**src/rtl/shift_right_seq.sv**
```systemverilog
// Iterative right shifter (logical or arithmetic) moving STEP bits per cycle.
// Requests enter through a valid/ready handshake and results are held until taken.
module shift_right_seq #(
  parameter int WIDTH   = 32,
  parameter int SHAMT_W = 5,
  parameter int STEP    = 1
) (
  input  logic               clk,
  input  logic               rst,
  input  logic               in_valid,
  output logic               in_ready,
  input  logic [WIDTH-1:0]   in_data,
  input  logic [SHAMT_W-1:0] in_shamt,
  input  logic               in_arith,
  output logic               out_valid,
  input  logic               out_ready,
  output logic [WIDTH-1:0]   out_data
);

  typedef enum logic [1:0] {IDLE, SHIFT, DONE} state_t;

  // Counter width must also hold STEP itself, which can exceed WIDTH-1 for tiny widths.
  localparam int CNT_W = ((SHAMT_W > 4) ? SHAMT_W : 4) + 1;
  localparam logic [CNT_W-1:0] STEP_C = CNT_W'(STEP);

  state_t               state_q;
  logic [WIDTH-1:0]     data_q;
  logic [WIDTH-1:0]     out_data_q;
  logic [SHAMT_W-1:0]   rem_q;
  logic                 fill_q;
  logic                 in_ready_q;
  logic                 out_valid_q;

  logic [CNT_W-1:0]     rem_ext;
  logic                 last_step;
  logic [CNT_W-1:0]     step_n;
  logic [WIDTH-1:0]     shifted_d;
  logic [SHAMT_W-1:0]   rem_d;
  logic [WIDTH-1:0]     cand [STEP+1];

  assign rem_ext   = CNT_W'(rem_q);
  assign last_step = (rem_ext <= STEP_C);
  assign step_n    = last_step ? rem_ext : STEP_C;
  assign rem_d     = SHAMT_W'(rem_ext - step_n);

  // One candidate per possible step size; a one-filled shift is the complement of a zero-filled one.
  generate
    for (genvar gi = 0; gi <= STEP; gi++) begin : g_cand
      assign cand[gi] = fill_q ? ~((~data_q) >> gi) : (data_q >> gi);
    end
  endgenerate

  always_comb begin
    shifted_d = cand[0];
    for (int i = 1; i <= STEP; i++) begin
      if (step_n == CNT_W'(i)) begin
        shifted_d = cand[i];
      end
    end
  end

  always_ff @(posedge clk) begin
    if (rst) begin
      state_q     <= IDLE;
      in_ready_q  <= 1'b1;
      out_valid_q <= 1'b0;
      out_data_q  <= '0;
      data_q      <= '0;
      rem_q       <= '0;
      fill_q      <= 1'b0;
    end else begin
      case (state_q)
        IDLE: begin
          if (in_valid && in_ready_q) begin
            data_q     <= in_data;
            rem_q      <= in_shamt;
            fill_q     <= in_arith & in_data[WIDTH-1];
            in_ready_q <= 1'b0;
            if (in_shamt == '0) begin
              state_q     <= DONE;
              out_valid_q <= 1'b1;
              out_data_q  <= in_data;
            end else begin
              state_q <= SHIFT;
            end
          end
        end
        SHIFT: begin
          data_q <= shifted_d;
          rem_q  <= rem_d;
          if (last_step) begin
            state_q     <= DONE;
            out_valid_q <= 1'b1;
            out_data_q  <= shifted_d;
          end
        end
        DONE: begin
          if (out_ready) begin
            state_q     <= IDLE;
            out_valid_q <= 1'b0;
            in_ready_q  <= 1'b1;
          end
        end
        default: begin
          state_q     <= IDLE;
          in_ready_q  <= 1'b1;
          out_valid_q <= 1'b0;
        end
      endcase
    end
  end

  assign in_ready  = in_ready_q;
  assign out_valid = out_valid_q;
  assign out_data  = out_data_q;

endmodule
```
**config.mk**
```make
export PLATFORM = sky130hd
export DESIGN_NAME = shift_right_seq
export DESIGN_NICKNAME = d
export VERILOG_FILES = /design/src/rtl/shift_right_seq.sv
export SDC_FILE = /design/constraint.sdc
export NUM_CORES = 1
export LEC_CHECK = 0
export CAP_MARGIN = 40
export CORE_MARGIN = 5
export CORE_UTILIZATION = 28
export DETAILED_ROUTE_END_ITERATION = 6
export PLACE_DENSITY = 0.5
export SYNTH_ARGS = -nofsm -noshare
export SYNTH_HDL_FRONTEND = slang
export SYNTH_SLANG_ARGS = --single-unit
```
**constraint.sdc**
```tcl
create_clock -name clk -period 3.91 [get_ports clk]
set_clock_uncertainty 0.1 [all_clocks]
set_input_delay 0.782 -clock clk [delete_from_list [all_inputs] [get_ports clk]]
set_output_delay 0.782 -clock clk [all_outputs]
set_load 0.03 [all_outputs]
```
; ---- Word level (Yosys, flattened, before mapping)
; Cells that the tools add are included.
[totals]
latch_bits = 0
ff_bits = 74
elab_cells = 56
romBits = 0
ramBits = 0
out_inout_bits = 34
n_memories = 0
inputBits = 42
[classes]
n_mux = 25
n_div = 0
bitwise = 5
shift = 0
magnitude_cmp = 1
multipliers = 0
add_sub_neg = 1
n_eq_ne = 7
n_reduce_logical = 10
[ops]
columns = cell, n
row1 = 32-bit 2-to-1 mux, 7
row2 = 32-bit case mux with 2 select lines, 2
row3 = 32-bit inverter, 2
row4 = 31-bit inverter with 32-bit output, 1
row5 = 5-bit 2-to-1 mux, 2
row6 = 5-bit case mux with 2 select lines, 1
row7 = 2-bit 2-to-1 mux, 4
row8 = 2-bit != test (second input constant), 4
row9 = 4-bit AND reduction, 2
row10 = 1-bit 2-to-1 mux, 6
row11 = 1-bit case mux with 3 select lines, 2
row12 = 2-bit case mux with 3 select lines, 1
row13 = 3-bit AND reduction, 2
row14 = 5-bit by 1-bit == test with 1-bit output (second input constant), 1
row15 = 5-bit by 1-bit <= comparator with 1-bit output (second input constant), 1
row16 = 5-bit logical NOT, 1
row17 = 5-bit subtractor, 1
row18 = 2-bit AND reduction, 2
row19 = 2-bit by 1-bit == test with 1-bit output (second input constant), 1
row20 = 2-bit == test (second input constant), 1
row21 = 2-bit logical NOT, 1
row22 = 2-bit nonzero test, 1
row23 = 1-bit bitwise AND, 1
row24 = 1-bit logical AND, 1
row25 = 1-bit inverter, 1

; ---- Depth between registers and ports, before layout
[logic_depth]
word_depth = 6
depth_mapped = 8
depth_no_buf = 8

; ---- Least setup slack after synthesis
; Ideal clock, no wire load.
[synth_timing]
kind = in2reg
from = input port in_valid
to = register out_data_q[2], in the netlist out_data[2]
setup_time_ns = 0.117
required_ns = 3.693
path_buffers = 3
slack_ns = 1.750
arrival_time_ns = 1.943
path_stages = 7
path_cell_list = and3b_1 > buf_2 > a32o_1 > nor2b_4 > buf_6 > buf_6 > a32o_1
[synth_via]
elab_chain_len = 3
[synth_rtl]
columns = element, line_no
row1 = "start, declared", 10  ; input logic in_valid,
row2 = 1-bit logical AND, 74  ; if (in_valid && in_ready_q) begin
row3 = 2-bit != test (no line), --
row4 = 4-bit AND reduction (no line), --
row5 = "end signal, assigned", 82  ; out_data_q <= in_data;
row6 = "end signal, assigned", 94  ; out_data_q <= shifted_d;
row7 = "end, declared", 28  ; logic [WIDTH-1:0] out_data_q;
; No other way between the ends.
; A chain may end at the register's enable or synchronous reset.

; ---- Worst setup path after layout
[layout_timing]
from = input port in_shamt[0]
to = register out_data_q[23], in the netlist out_data[23]
[layout_via]
elab_chain_len = 3
[layout_rtl]
columns = element, line_no
row1 = "start, declared", 13  ; input logic [SHAMT_W-1:0] in_shamt,
row2 = 5-bit logical NOT, 79  ; if (in_shamt == '0) begin
row3 = 2-bit != test (no line), --
row4 = 4-bit AND reduction (no line), --
; No other way between the ends.

==> metrics <==
Placed Area 4260 sq um; number of CTS-inserted buffers 9; number of global-route vias before repair 3072; final hold violation count 0; max incr delay on CP 460 ps; Max clock buf depth 2; Max-slew headroom 0.642; Worst Path Buf+Inv 2; post-synthesis mux area share 0.00298; Worst Hold Margin 363 ps; Cell variety after synth 39; placed cell count 533; Sink Count 74; CP most frequent cell a32o_1; initial antenna violation count 0; crit path from in_shamt[0]; sequential share of the synthesized area 0.441; Die W 120 um; yosys warns 0; synthesized flop and latch total 74; min-delay src data_q[0]; Reg-to-Reg Start rem_q[1]; Routed WL per cell 16.9 um; initial core utilization 0.282; num rows 40; crit-path max FO 32; Layout Nets 440; I/O Pins 76; clock root buffer clkbuf_16; outcome finished clean; ant diodes 0; clk_lat worst skew 320 ps; largest family of logic cells by synthesized area compound AO/OA/AOI/OAI gates; Die Height 120 um; count leader, synth dfxtp_1; Worst Path Required 4080 ps; layout cell share with drive strength beyond 1 0.0920; Mapped Nets 375; post-route insts no fill 549; max cap viols 0; Post-route DRC 0; Synth Area in Compound Gates 0.324; actual slew at the worst max-slew pin 531 ps; top cells by count, synth dfxtp_1, a32o_1, nand2b_1; Resized cells post-CTS 0; CP Data Arrival Time 2770 ps; Pins Over Slew Limit 0; final WL 9290 um; Area Growth Syn to Fin 35.2%; Syn Area/Cell 10.1 sq um; total vias in the final route 2921; Worst VDD drop 0.177 mV; Post-CTS Setup Bufs 0; Mapped Area 3360 sq um; Post-CTS Hold Buffers 0; ordered cell list for the critical path clkdlybuf4s50_1, nor4_1, a32o_1, nor2b_4, buf_4, a32o_1; CP max stage cell nor4_1; adder and majority cell fraction of the synthesized area 0.00372; Synth async-reset ratio 0; H-Tree Depth 3; DIE AREA 14300 sq um; Synth area leader dfxtp_1; CP endpoint kind flip-flop; Post-synth EDFFs 0; pwr dens 523 nW/um^2; placed wire-length estimate 6050 um; fin area 4540 sq um; GP Congestion 0.754; Final min period 2600 ps; Peak Freq 384 MHz; XOR/XNOR share of the synthesized area 0.00261; setup violators final 0; GRT Overall Usage 0.129; maximum number of pins on one net before global-route repair 36; Core Box Area 11900 sq um; IO Port Bufs 75; RSZ-0062 raised after global routing false; Lkg Pwr 0.00173 uW; DRT iter0 DRCs 160; Startpoint Class input pin; worst min-delay path class flip-flop to flip-flop; Synth area leaders dfxtp_1, a32o_1, a211o_1, nand2b_1, and3_1; Post-Synth Simple-Gate Area 0.170; clock-pin slew on the worst setup and hold paths 60 ps; Main synth FF type dfxtp_1; clock tree from TritonCTS done; crit path kind input pin to flip-flop; Vias/cell 5.32; Post-Syn Instances 332; Post-DRT Antenna Nets 0; top-area cell type share of the netlist area 0.441; Largest delay share family, worst path buffers and inverters; Final Cycle Share 0.665; drt pass-1 iters 4; post-route setup TNS 0 ps; first-pass GRT wire length 15300 um; global route overflow 0; final core occ 0.381
state kept, by name, summed over array words and instances (netlist names):
register / cells
out_valid: 1
rem_q: 5
data_q: 32
out_data: 32
in_ready: 1
fill_q: 1
state_q: 2
layout by cell type (no fill, tap or decap), types with 2 or more instances in the layout:
cell / instances
a22oi_1: 2
clkdlybuf4s50_1: 75
a32o_1: 65
nand2_1: 6
clkinvlp_4: 3
clkinv_2: 2
clkbuf_16: 9
nand2b_1: 33
dfxtp_1: 74
buf_4: 11
o21ai_0: 4
nor3_1: 2
and3_1: 32
nor4_1: 2
a21oi_1: 7
nor2_2: 3
inv_1: 7
nor2_1: 7
a211o_1: 32
where the power goes:
part           leakage, uW  switching, uW  internal, uW
combinational     0.000996            390           293
clock             0.000131            321           446
sequential        0.000605           73.5           849
cell families after synthesis:
family	count (synthesis)
AO/OA/AOI/OAI	121
AND/OR/NAND/NOR	94
flip-flops	74
buffers and inverters	40
XOR/XNOR	1
multiplexers	1
adder cells (fa/ha/maj)	1
worst paths after layout:
kind,endpoint,slack [ps],cells after the start
worst max register to register,data_q[3],1500,6
worst min register to register,data_q[0],360,1
worst max-delay path,out_data[23],1310,6
worst min-delay path,data_q[0],360,1
worst reg2reg max path, delay by kind of cell (launching register included):
family | cells | cell delay (ps)
compound gates | 2 | 600
simple gates | 2 | 550
buf+inv | 2 | 670
flops | 1 | 390
per-stage QoR:
stage,power (uW),setup slack [ps]
final,2370,1310
after detailed placement,1620,992
after global routing,2510,1230
after global placement,1610,1020
after CTS,2400,1320
after floorplan,1380,1750
metal layers:
| layer | wire (um) | vias to the layer above | global-route usage |
|---|---|---|---|
| li1 | - | 1441 | - |
| met2 | 4390 | 60 | 0.216 |
| met5 | 0 | - | 0 |
| met4 | 69 | 0 | 0.0279 |
| met1 | 4400 | 1414 | 0.165 |
| met3 | 432 | 6 | 0.0391 |
layout make-up:
class / instances / area (sq um)
fill: 1214 / 7370
clock buffer: 10 / 239
inverter: 7 / 26.3
tap: 147 / 184
timing repair buffer: 87 / 861
clock inverter: 6 / 41.3
sequential: 74 / 1480
multi-input combinational: 218 / 1710
No activity file was read; power rests on OpenSTA's default activity.
